`src/rtl/sr_flag_arbiter.sv`:
```
// Two-requester set/reset flag bank: round-robin arbitration, one command per
// IDLE -> EXEC -> DONE pass, with a registered ack/err pulse on the way out of DONE.
module sr_flag_arbiter #(
    parameter int NFLAGS = 8,
    parameter int IW     = 3
) (
    input  logic              clk,
    input  logic              rst,
    input  logic              req_a,
    input  logic              s_a,
    input  logic              r_a,
    input  logic [IW-1:0]     idx_a,
    input  logic              req_b,
    input  logic              s_b,
    input  logic              r_b,
    input  logic [IW-1:0]     idx_b,
    output logic              ack_a,
    output logic              ack_b,
    output logic              err,
    output logic              busy,
    output logic [NFLAGS-1:0] q
);

    typedef enum logic [1:0] {IDLE, EXEC, DONE} state_t;

    state_t            state_q, state_d;
    logic [NFLAGS-1:0] q_q, q_d;
    logic              ack_a_q, ack_a_d;
    logic              ack_b_q, ack_b_d;
    logic              err_q, err_d;
    logic              last_grant_q, last_grant_d;  // 0 = A, 1 = B
    logic              win_q, win_d;
    logic              s_q, s_d;
    logic              r_q, r_d;
    logic [IW-1:0]     idx_q, idx_d;
    logic              win;

    always_comb begin
        state_d      = state_q;
        q_d          = q_q;
        ack_a_d      = 1'b0;
        ack_b_d      = 1'b0;
        err_d        = 1'b0;
        last_grant_d = last_grant_q;
        win_d        = win_q;
        s_d          = s_q;
        r_d          = r_q;
        idx_d        = idx_q;
        // Under contention the requester that was not served last gets the grant.
        win          = (req_a && req_b) ? ~last_grant_q : req_b;
        case (state_q)
            IDLE: begin
                if (req_a || req_b) begin
                    win_d   = win;
                    s_d     = win ? s_b   : s_a;
                    r_d     = win ? r_b   : r_a;
                    idx_d   = win ? idx_b : idx_a;
                    state_d = EXEC;
                end
            end
            EXEC: begin
                if (s_q && !r_q) begin
                    q_d[idx_q] = 1'b1;
                end else if (!s_q && r_q) begin
                    q_d[idx_q] = 1'b0;
                end
                state_d = DONE;
            end
            DONE: begin
                ack_a_d      = ~win_q;
                ack_b_d      = win_q;
                err_d        = s_q & r_q;
                last_grant_d = win_q;
                state_d      = IDLE;
            end
            default: state_d = IDLE;
        endcase
    end

    always_ff @(posedge clk or negedge rst) begin
        if (!rst) begin
            state_q      <= IDLE;
            q_q          <= '0;
            ack_a_q      <= 1'b0;
            ack_b_q      <= 1'b0;
            err_q        <= 1'b0;
            last_grant_q <= 1'b1;
            win_q        <= 1'b0;
        end else begin
            state_q      <= state_d;
            q_q          <= q_d;
            ack_a_q      <= ack_a_d;
            ack_b_q      <= ack_b_d;
            err_q        <= err_d;
            last_grant_q <= last_grant_d;
            win_q        <= win_d;
        end
    end

    // Latched command payload is only consumed after IDLE has loaded it.
    always_ff @(posedge clk) begin
        s_q   <= s_d;
        r_q   <= r_d;
        idx_q <= idx_d;
    end

    assign ack_a = ack_a_q;
    assign ack_b = ack_b_q;
    assign err   = err_q;
    assign busy  = (state_q != IDLE);
    assign q     = q_q;

endmodule

```
`config.mk`:
```
export PLATFORM = sky130hd
export DESIGN_NAME = sr_flag_arbiter
export DESIGN_NICKNAME = d
export VERILOG_FILES = /design/src/rtl/sr_flag_arbiter.sv
export SDC_FILE = /design/constraint.sdc
export NUM_CORES = 1
export LEC_CHECK = 0
export ABC_AREA = 1
export BUFFER_PORTS_ARGS = -buffer_cell sky130_fd_sc_hd__buf_2
export CAP_MARGIN = 20
export CELL_PAD_IN_SITES_DETAIL_PLACEMENT = 0
export CELL_PAD_IN_SITES_GLOBAL_PLACEMENT = 1
export CORE_MARGIN = 2
export CORE_UTILIZATION = 36
export CTS_CLUSTER_SIZE = 12
export DETAILED_ROUTE_END_ITERATION = 6
export PLACE_DENSITY_LB_ADDON = 0.1
export SYNTH_ARGS = -nofsm -noshare
export SYNTH_HDL_FRONTEND = slang
export SYNTH_SLANG_ARGS = --single-unit
```
`constraint.sdc`:
```
create_clock -name clk -period 1.45 [get_ports clk]
set_input_delay 0.145 -clock clk [delete_from_list [all_inputs] [get_ports clk]]
set_output_delay 0.145 -clock clk [all_outputs]
set_load 0.03 [all_outputs]
```
==> impl_metrics.json <==
{
  "yosysTopAreaCellShare_pct": 38.3,
  "ys_ff_latch": 20,
  "crit_family": "flip-flops",
  "drv_cap": 0,
  "power.density_nw_per_um2": 1940,
  "synth_edf_count": 5,
  "fin_skew_ns": 0.000594,
  "r2r_start": "s_q",
  "clock.fmax_mhz": 790,
  "yosysMostFrequentCell": "nand2_1",
  "postSynthCellCount": 108,
  "design.core.area_sq_um": 2450,
  "port_buffers": 25,
  "rsz0062_at_grt": "no",
  "cp_slowest_cell": "edfxtp_1",
  "cts-buffers-inserted": 3,
  "design_area_sq_um": 1130,
  "total_power_mw": 2.18,
  "cts.clk_slew.worst_paths_ns": 0.11,
  "nets": 154,
  "cts_tree": "yes",
  "drc_errors": 0,
  "cts_root_buf": "clkbuf_4",
  "grt_pass1_wl_microns": 2730,
  "multi_input_area_sq_um": 332,
  "hold_violations": 0,
  "cp-start-kind": "flop",
  "crit_type": "flop to flop",
  "viasPerCell": 4.41,
  "avgSynthCellArea_sq_um": 8.48,
  "overflow": 0,
  "gp_congestion": 0.727,
  "synth-seq-area-share_pct": 57.5,
  "worstSetupEndpointType": "flop",
  "synthesis.area_sq_um": 916,
  "synth-main-ff-cell": "dfrtp_1",
  "dp_hpwl_microns": 1260,
  "tns_ns": 0,
  "arrival_ns": 1.46,
  "dpl_cell_area_sq_um": 1060,
  "timing.slew.headroom_pct": 76.7,
  "drive_above_1_share_pct": 24.8,
  "crit_chain": "ha_1 > nor2_4 > buf_12 > nand2_1 > nand2_1 > nand2_1",
  "hp-class": "input port to flop",
  "grt_pass1_vias": 673,
  "cp.required_ns": 1.65,
  "row_count": 18,
  "ios": 26,
  "die_w_microns": 54.4,
  "clk_latency_ns": 0.29,
  "run_status": "finished clean",
  "regArea_sq_um": 527,
  "synth_area_leaders": "dfrtp_1 (38%), nand2_1 (17%), edfxtp_1 (16%), nand3_1 (7.1%), nor2_1 (4.9%)",
  "final_antenna_net_count": 0,
  "htreeDepth": 1,
  "finalSetupViolations": 0,
  "slew_violations": 0,
  "area_growth_pct": 23.2,
  "antenna_cells": 0,
  "die_y_microns": 54.4,
  "setup.worst_path.start": "s_q",
  "cp_common_cell": "nand2_1",
  "min_period_over_period_pct": 87.3,
  "synthTopCellsByCount": "nand2_1 (42), dfrtp_1 (14), nand3_1 (13)",
  "n_fill_cell": 257,
  "drt_iter0_drc": 19,
  "antenna_found_initial": 0,
  "cp_num_buf_inv": 1,
  "fin_crit_ns": 1.27,
  "cpPeakStageDelay_ns": 0.42,
  "cts_sinks": 20,
  "synth_top_cell_by_area": "dfrtp_1",
  "die_area_sq_um": 2960,
  "wire_per_inst_microns": 9.43,
  "initial_core_util_pct": 37.3,
  "synth_warnings": 0,
  "drt-pass1-iter-count": 4,
  "synth_cell_types": 15,
  "crit_fanout": 16,
  "num_vias": 737,
  "hold_start": "idx_a[0]",
  "grt_util_all_layers_pct": 13.1,
  "p_leak_nw": 0.627,
  "drt_wl_total_microns": 1580,
  "worstMarginPinSlew_ns": 0.350,
  "async_flop_share_pct": 75.0,
  "ctsResizeCount": 0,
  "clockBufferDepth": 2,
  "grt_max_degree": 17,
  "irDropWorstVdd_uv": 863,
  "synth_nets": 124
}
[power by group]
part | switching, mW | total, mW | internal (mW)
clock | 0.168 | 0.321 | 0.153
combinational | 0.643 | 0.942 | 0.299
sequential | 0.111 | 0.922 | 0.811
[final cells by class]
type	count	share of cell area, %
sequential	20	46.7
multi-input combinational	75	29.4
timing repair buffer	27	13.7
inverter	11	3.66
tap	30	3.33
clock buffer	4	3.22
[repair_timing]
action,in CTS,in global routing
setup endpoints to repair,0,7
hold endpoints to repair,14,0
hold buffers,1,0
buffers inserted,0,1
[cells by family (layout without fill, tap and decap cells)]
group                      Yosys count  count (layout)  synth area share (%)
adders and majority gates            2               2                  2.73
buffers and inverters               13              42                  6.28
and+or+nand+nor                     70              70                  31.8
AOI/OAI and AO/OA                    3               3                  1.64
DFF                                 20              20                  57.5
[worst min-delay path, delay by kind of cell]
kind	cells	cell delay [ns]
AND/OR/NAND/NOR	2	0.09
buffers and inverters	1	0.07
[final timing paths]
check,endpoint,slack (ns),cells past startpoint
setup reg to reg,flop,0.18,6
setup / recovery,flop,0.18,6
max in group asynchronous,last_grant_q,0.88,2
hold reg to reg,ack_a,0.46,1
min in group asynchronous,async pin,0.27,2
hold / removal,idx_q[0],0.11,3
[stage by stage]
step	hold WS (ns)	cells	setup WS, ns	util (%)
finish	0.111	167	0.184	46.0
global route	0.106	167	0.0892	46.0
CTS	0.0982	166	0.0710	45.2
detailed placement	0.0786	161	0.0882	43.3
global placement	0.0664	161	0.133	43.3
floorplan	-0.151	108	0.185	-
[layer usage]
layer | GRT usage (%) | part of all wire (%) | vias to the layer above | wire length, microns
met5 | 0 | 0 | - | 0
met2 | 22.1 | 47 | 24 | 735
met1 | 15.6 | 47 | 316 | 733
li1 | - | - | 395 | -
met4 | 7.50 | 0.83 | 0 | 13
met3 | 2.46 | 5.8 | 2 | 92
[layout by cell type, fill, tap and decap left out]
cell / synthesis / final
nand2_1: 42 / 42
buf_2: 1 / 25
dfrtp_1: 14 / 14
nand3_1: 13 / 13
nor2_1: 12 / 12
inv_1: 11 / 11
edfxtp_1: 5 / 5
clkbuf_4: 0 / 3
o21ai_0: 2 / 2
ha_1: 2 / 2
or2_2: 1 / 1
nand2_2: 1 / 1
nor2_4: 1 / 1
o21ai_1: 1 / 1
clkbuf_8: 0 / 1
dlygate4sd3_1: 0 / 1
dfstp_2: 1 / 1
buf_12: 0 / 1
Power figures use the tool's default switching activity.
